**src/rtl/core_wb_master.sv**
```systemverilog
// Single-outstanding Wishbone classic initiator: core valid/ready request -> one bus cycle -> valid/ready response.
// Optional bus-wait timeout (abort with error) is built only when CORE_WB_TIMEOUT_EN is defined.
`ifndef WB_AD_WIDTH
`define WB_AD_WIDTH 32
`endif
`ifndef WB_DAT_WIDTH
`define WB_DAT_WIDTH 32
`endif

module core_wb_master #(
  parameter int AW          = `WB_AD_WIDTH,
  parameter int DW          = `WB_DAT_WIDTH,
  parameter int TIMEOUT_CYC = 255
) (
  input  logic            clk,
  input  logic            rst,
  input  logic            req_valid_i,
  output logic            req_ready_o,
  input  logic            req_we_i,
  input  logic [AW-1:0]   req_addr_i,
  input  logic [DW-1:0]   req_wdata_i,
  input  logic [DW/8-1:0] req_sel_i,
  output logic            rsp_valid_o,
  input  logic            rsp_ready_i,
  output logic [DW-1:0]   rsp_rdata_o,
  output logic            rsp_err_o,
  output logic            wbm_cyc_o,
  output logic            wbm_stb_o,
  output logic            wbm_we_o,
  output logic [AW-1:0]   wbm_addr_o,
  output logic [DW-1:0]   wbm_wdata_o,
  output logic [DW/8-1:0] wbm_sel_o,
  input  logic [DW-1:0]   wbm_rdata_i,
  input  logic            wbm_ack_i
);

  typedef enum logic [1:0] {IDLE, BUS, RESP} state_t;

  state_t state;

  // Ready is derived from state so it rises in the cycle right after a response is taken,
  // and is masked by the asynchronous reset itself.
  assign req_ready_o = (state == IDLE) && !rst;
  assign wbm_stb_o   = wbm_cyc_o;

`ifdef CORE_WB_TIMEOUT_EN
  localparam logic [15:0] TO_LAST = 16'(TIMEOUT_CYC - 1);

  logic [15:0] wait_cnt;
  logic        err_q;

  assign rsp_err_o = err_q;
`else
  assign rsp_err_o = 1'b0;
`endif

  always_ff @(posedge clk or posedge rst) begin
    if (rst) begin
      state       <= IDLE;
      wbm_cyc_o   <= 1'b0;
      wbm_we_o    <= 1'b0;
      wbm_addr_o  <= '0;
      wbm_wdata_o <= '0;
      wbm_sel_o   <= '0;
      rsp_valid_o <= 1'b0;
      rsp_rdata_o <= '0;
`ifdef CORE_WB_TIMEOUT_EN
      wait_cnt    <= '0;
      err_q       <= 1'b0;
`endif
    end else begin
      case (state)
        IDLE: begin
          if (req_valid_i) begin
            state       <= BUS;
            wbm_cyc_o   <= 1'b1;
            wbm_we_o    <= req_we_i;
            wbm_addr_o  <= req_addr_i;
            wbm_wdata_o <= req_wdata_i;
            wbm_sel_o   <= req_sel_i;
`ifdef CORE_WB_TIMEOUT_EN
            wait_cnt    <= '0;
`endif
          end
        end
        BUS: begin
          // Ack is checked first so an ack on the timeout edge still completes normally.
          if (wbm_ack_i) begin
            state       <= RESP;
            wbm_cyc_o   <= 1'b0;
            wbm_we_o    <= 1'b0;
            wbm_addr_o  <= '0;
            wbm_wdata_o <= '0;
            wbm_sel_o   <= '0;
            rsp_valid_o <= 1'b1;
            rsp_rdata_o <= wbm_we_o ? '0 : wbm_rdata_i;
`ifdef CORE_WB_TIMEOUT_EN
            err_q       <= 1'b0;
          end else if (wait_cnt == TO_LAST) begin
            state       <= RESP;
            wbm_cyc_o   <= 1'b0;
            wbm_we_o    <= 1'b0;
            wbm_addr_o  <= '0;
            wbm_wdata_o <= '0;
            wbm_sel_o   <= '0;
            rsp_valid_o <= 1'b1;
            rsp_rdata_o <= '0;
            err_q       <= 1'b1;
          end else if (wait_cnt != 16'hFFFF) begin
            wait_cnt    <= wait_cnt + 16'd1;
`endif
          end
        end
        RESP: begin
          if (rsp_ready_i) begin
            state       <= IDLE;
            rsp_valid_o <= 1'b0;
            rsp_rdata_o <= '0;
`ifdef CORE_WB_TIMEOUT_EN
            err_q       <= 1'b0;
`endif
          end
        end
        default: state <= IDLE;
      endcase
    end
  end

endmodule

```
**config.mk**
```make
export PLATFORM = sky130hd
export DESIGN_NAME = core_wb_master
export DESIGN_NICKNAME = d
export VERILOG_FILES = /design/src/rtl/core_wb_master.sv
export SDC_FILE = /design/constraint.sdc
export NUM_CORES = 1
export LEC_CHECK = 0
export ABC_AREA = 1
export CAP_MARGIN = 20
export CORE_MARGIN = 4
export CORE_UTILIZATION = 45
export DETAILED_ROUTE_END_ITERATION = 12
export DONT_BUFFER_PORTS = 1
export GPL_TIMING_DRIVEN = 0
export SLEW_MARGIN = 20
export SYNTH_ARGS = -nofsm -noshare
export SYNTH_HDL_FRONTEND = slang
export SYNTH_SLANG_ARGS = --single-unit
```
**constraint.sdc**
```tcl
create_clock -name clk -period 10.8 [get_ports clk]
set_input_delay 2.16 -clock clk [delete_from_list [all_inputs] [get_ports clk]]
set_output_delay 2.16 -clock clk [all_outputs]
set_load 0.01 [all_outputs]
```
Word level (Yosys, flattened, before mapping). Cells that the tools add are included.

Bits in registers: 105. Input port bits: 106.

Eq/ne operators: 5. Reduce and logical (&&, ||, !) cells: 8. Multiplexer cells: 24.

Operator list (number): $mux 32 (6); $pmux 32 s2 (3); $reduce_and 3->1 (3); $mux 4 (2); $pmux 4 s2 (1); $mux 2 (3); $ne 2x2->1 const B (3); $pmux 1 s2 (3); $pmux 2 s3 (1); $mux 1 (5); $reduce_bool 2->1 (2); $eq 2x1->1 const B (1); $eq 2x2->1 const B (1); $logic_not 2->1 (1); $logic_and 1x1->1 (1); $logic_not 1->1 (1).

Longest topological paths before layout.
Word-level depth: 3. Depth in mapped cells: 7. Mapped depth without buffers: 5.

Least setup slack after synthesis. No wires, ideal clock.

Kind: input -> output. From: in rst. To: out req_ready_o. Cell stages on the path: 1. Setup slack: 6.221 ns. Data required time: 8.640 ns. Arrival time: 2.419 ns. Cells stage by stage: nor3_1.

Longest elaborated chain between the ends: 2.

RTL lines: start, declared (RTL line 16) `input logic rst,`; $logic_not 1->1 (no line); $logic_and 1x1->1 (RTL line 43) `assign req_ready_o = (state == IDLE) && !rst;`; end, declared (RTL line 18) `output logic req_ready_o,`.

No other way between the ends.

Final worst setup path. Same ends and word-level chain as after synthesis.

==> impl_metrics.py <==
metrics = {
    "yosys": {
        "synth_compound_gate_area_share_pct": 0.338,
        "synth_xor_xnor_area_share_pct": 0,
        "post_synth_main_area_contributors": "sky130_fd_sc_hd__dfrtp_1 (59%), sky130_fd_sc_hd__nand2_1 (19%), sky130_fd_sc_hd__nand3_1 (11%), sky130_fd_sc_hd__nor2_1 (2.8%), sky130_fd_sc_hd__buf_2 (2.4%)",
        "yosysWarningCount": 0,
        "synth.distinct_cells": 15,
        "yosysSeqAreaShare_pct": 59.1,
        "synth_flop_cell": "sky130_fd_sc_hd__dfrtp_1",
        "synth_mux_area_share_pct": 0,
        "post_synth_fa_ha_maj_area_fraction_pct": 0,
        "synth.largest_area_cell": "sky130_fd_sc_hd__dfrtp_1",
        "synth.top_cells.by_count": "sky130_fd_sc_hd__nand2_1 (222), sky130_fd_sc_hd__dfrtp_1 (105), sky130_fd_sc_hd__nand3_1 (101)",
        "number_of_synthesized_flops_with_an_enable_pin": 0,
        "synthesis.area_um2": 4440,
        "synth-async-reset-ratio_pct": 100,
        "synth_top_family_by_area": "simple AND/OR/NAND/NOR gates",
        "netlist.area_leader.share_pct": 59.1,
        "postSynthCellCount": 527,
        "seq_cells_post_synth": 105,
        "fraction_of_the_mapped_netlist_area_in_simple_logic_gates_pct": 33.9,
        "mappedNetlistNets": 633,
        "postSynthAreaPerCell_um2": 8.43,
        "synthMostInstantiatedCell": "sky130_fd_sc_hd__nand2_1",
    },
    "drt": {
        "residual_drc": 0,
        "total_wire_length_um": 11100,
        "wl_per_cell_um": 16.4,
        "starting_drc_count_in_detailed_routing": 226,
        "drt_pre_antenna_iters": 5,
        "routed-via-count": 3430,
        "final_antenna_net_count": 0,
        "detail_route.vias_per_cell": 5.07,
    },
    "placed_design": {
        "globalplace.congestion": 0.728,
        "buffers_on_ports": 0,
        "post-dp-hpwl_um": 8290,
    },
    "clocking": {
        "clock_buffers_created_by_tritoncts": 9,
        "ctsResizeCount": 0,
        "cts-root-to-sink-buffers": 2,
        "postCtsHoldBufs": 0,
        "tritoncts_clock_tree": "done",
        "cts_post_setup_buffers_inserted": 0,
        "clock_sinks": 105,
        "cts-htree-levels": 3,
        "clkLatencyLatePin_ps": 350,
        "ctsRootBufferMaster": "sky130_fd_sc_hd__clkbuf_8",
        "worst_setup_hold_path_clk_slew_ps": 80,
    },
    "critical_path": {
        "worstSetupEndpointType": "primary output",
        "worstSetupPathDepth": 1,
        "worst-r2r-setup-slack_ps": 9360,
        "timing.critical_path.cells": "nor3_1",
        "critPathSlowestCell": "sky130_fd_sc_hd__nor3_1",
        "r2r_cells": 6,
        "worst_path_dominant_cell_family": "simple AND/OR/NAND/NOR gates",
        "worst_ep_arrival_time_ps": 2550,
        "crit_start": "rst",
        "max_stage_delay_ps": 390,
        "cp-start-kind": "input pin",
        "cp.required_ps": 8640,
        "critical_path.reg2reg.startpoint": "state[1]",
        "critPathMaxFanout": 2,
        "endpoint": "req_ready_o",
        "worstPathBufferInverterCount": 0,
        "worst_r2r_endpoint": "wbm_wdata_o[25]",
        "critical_path_class": "in2out",
    },
    "cells_and_area": {
        "drive_above_1_share_pct": 10.1,
        "multi_input_comb_area_um2": 1520,
        "syn_to_final_growth_pct": 8.14,
        "design.final.nets": 645,
        "fillers": 949,
        "antenna_cells_inserted": 0,
        "layout.area.seq_um2": 2630,
    },
    "timing": {
        "hold-worst-slack_ps": 568,
        "fin_setup_tns_ps": 0,
        "worst_clock_skew_ps": 9.70,
        "finalCriticalPeriod_ps": 4710,
        "final-setup-viol-count": 0,
        "maxSlewHeadroom_pct": 66.1,
        "timing.final.crit_share_pct": 43.6,
        "final_hold_viol_count": 0,
        "max_freq_mhz": 212,
        "worst-slew-pin-transition_ps": 505,
        "setup_repair_after_global_routing_missed_its_margin": "false",
        "slew_limit_fails": 0,
    },
    "worst_hold_path": {
        "min_path_type": "reg2reg",
    },
    "global_route": {
        "maximum_number_of_pins_on_one_net_before_global_route_repair": 60,
        "aggregate_global_routing_overflow": 0,
        "grt_util_all_layers_pct": 19.1,
        "first_pass_grt_wire_length_um": 17400,
        "grt_antenna_before_repair": 0,
        "first_global_vias": 3363,
    },
    "flow_run": {
        "cap_violations": 0,
    },
    "die": {
        "die-area_um2": 11500,
        "design.core.area_um2": 9680,
        "placementRows": 36,
        "die_span_in_x_um": 107,
        "die_height_um": 107,
        "initial_core_util_pct": 45.9,
        "io-pin-count": 212,
    },
    "power": {
        "p_per_cell_area_nw_per_um2": 293,
        "peakVddDrop_v": 0.000118,
        "p_leak_nw": 2.68,
    },
    "run_status": {
        "run_status": "finished clean",
    },
}
## final cells by class
type	instances	share of cell area (%)
inverter	23	1.90
clock buffer	12	3.02
buffer	36	4.30
sequential	105	54.7
multi-input combinational	363	31.7
clock inverter	3	0.364
tap	133	3.46
timing repair buffer	1	0.573
## registers in the layout, indices dropped and copies added, names as in the netlist
register	cells
rsp_rdata_o	32
wbm_we_o	1
wbm_addr_o	32
wbm_wdata_o	32
wbm_cyc_o	1
state	2
wbm_sel_o	4
rsp_valid_o	1
## placed cells by master, fill, tap and decap left out
| master | n |
|---|---|
| sky130_fd_sc_hd__buf_2 | 21 |
| sky130_fd_sc_hd__o31ai_1 | 2 |
| sky130_fd_sc_hd__clkinv_2 | 2 |
| sky130_fd_sc_hd__nor2_1 | 33 |
| sky130_fd_sc_hd__nand3_4 | 1 |
| sky130_fd_sc_hd__buf_16 | 1 |
| sky130_fd_sc_hd__nor3_1 | 1 |
| sky130_fd_sc_hd__inv_6 | 1 |
| sky130_fd_sc_hd__buf_4 | 12 |
| sky130_fd_sc_hd__inv_1 | 18 |
| sky130_fd_sc_hd__nand3_1 | 101 |
| sky130_fd_sc_hd__nand2_1 | 222 |
| sky130_fd_sc_hd__dfrtp_1 | 105 |
| sky130_fd_sc_hd__clkbuf_8 | 10 |
| sky130_fd_sc_hd__clkbuf_1 | 4 |
| sky130_fd_sc_hd__clkinvlp_4 | 1 |
| sky130_fd_sc_hd__buf_1 | 1 |
| sky130_fd_sc_hd__inv_2 | 4 |
| sky130_fd_sc_hd__nand3_2 | 2 |
| sky130_fd_sc_hd__conb_1 | 1 |
## report_power, final
group          switching [mW]  internal [mW]
clock network           0.125         0.0886
registers               0.215          0.563
logic                   0.262          0.155
total                   0.602          0.807
## kinds of logic after synthesis
logic type	Yosys count
buffers and inverters	59
DFF	105
AOI/OAI and AO/OA	2
and+or+nand+nor	360
other	1
## worst min-delay path by stage
stage / from / end / slack [ps] / cells after the start
after CTS: rsp_valid_o / rsp_valid_o / 570 / 2
after floorplan: rsp_valid_o / rsp_valid_o / 510 / 2
final: state[1] / state[0] / 570 / 1
after global routing: rsp_valid_o / rsp_valid_o / 590 / 2
after detailed placement: rsp_valid_o / rsp_valid_o / 550 / 2
after global placement: state[1] / state[0] / 530 / 1
## per-stage QoR
| step | instance area, um2 | total power [mW] | setup slack, ps | std cells | util (%) |
|---|---|---|---|---|---|
| 2_1_floorplan | 4440 | 1.08 | 5880 | 527 | - |
| 3_3_place_gp | 4610 | 1.20 | 4780 | 660 | 47.6 |
| 3_5_place_dp | 4640 | 1.21 | 6070 | 661 | 47.9 |
| 4_1_cts | 4810 | 1.43 | 6070 | 676 | 49.6 |
| 5_1_grt | 4810 | 1.53 | 6070 | 676 | 49.6 |
| 6_report | 4810 | 1.41 | 6090 | 676 | 49.6 |
## metal layers
| metal | up-vias | global-route usage, % | share of wire, % |
|---|---|---|---|
| met5 | - | 0 | 0 |
| met2 | 160 | 29.1 | 46 |
| met1 | 1589 | 24.1 | 40 |
| met3 | 14 | 9.66 | 13 |
| li1 | 1667 | - | - |
| met4 | 0 | 5.32 | 1.5 |
(Power assumes the default switching activity.)
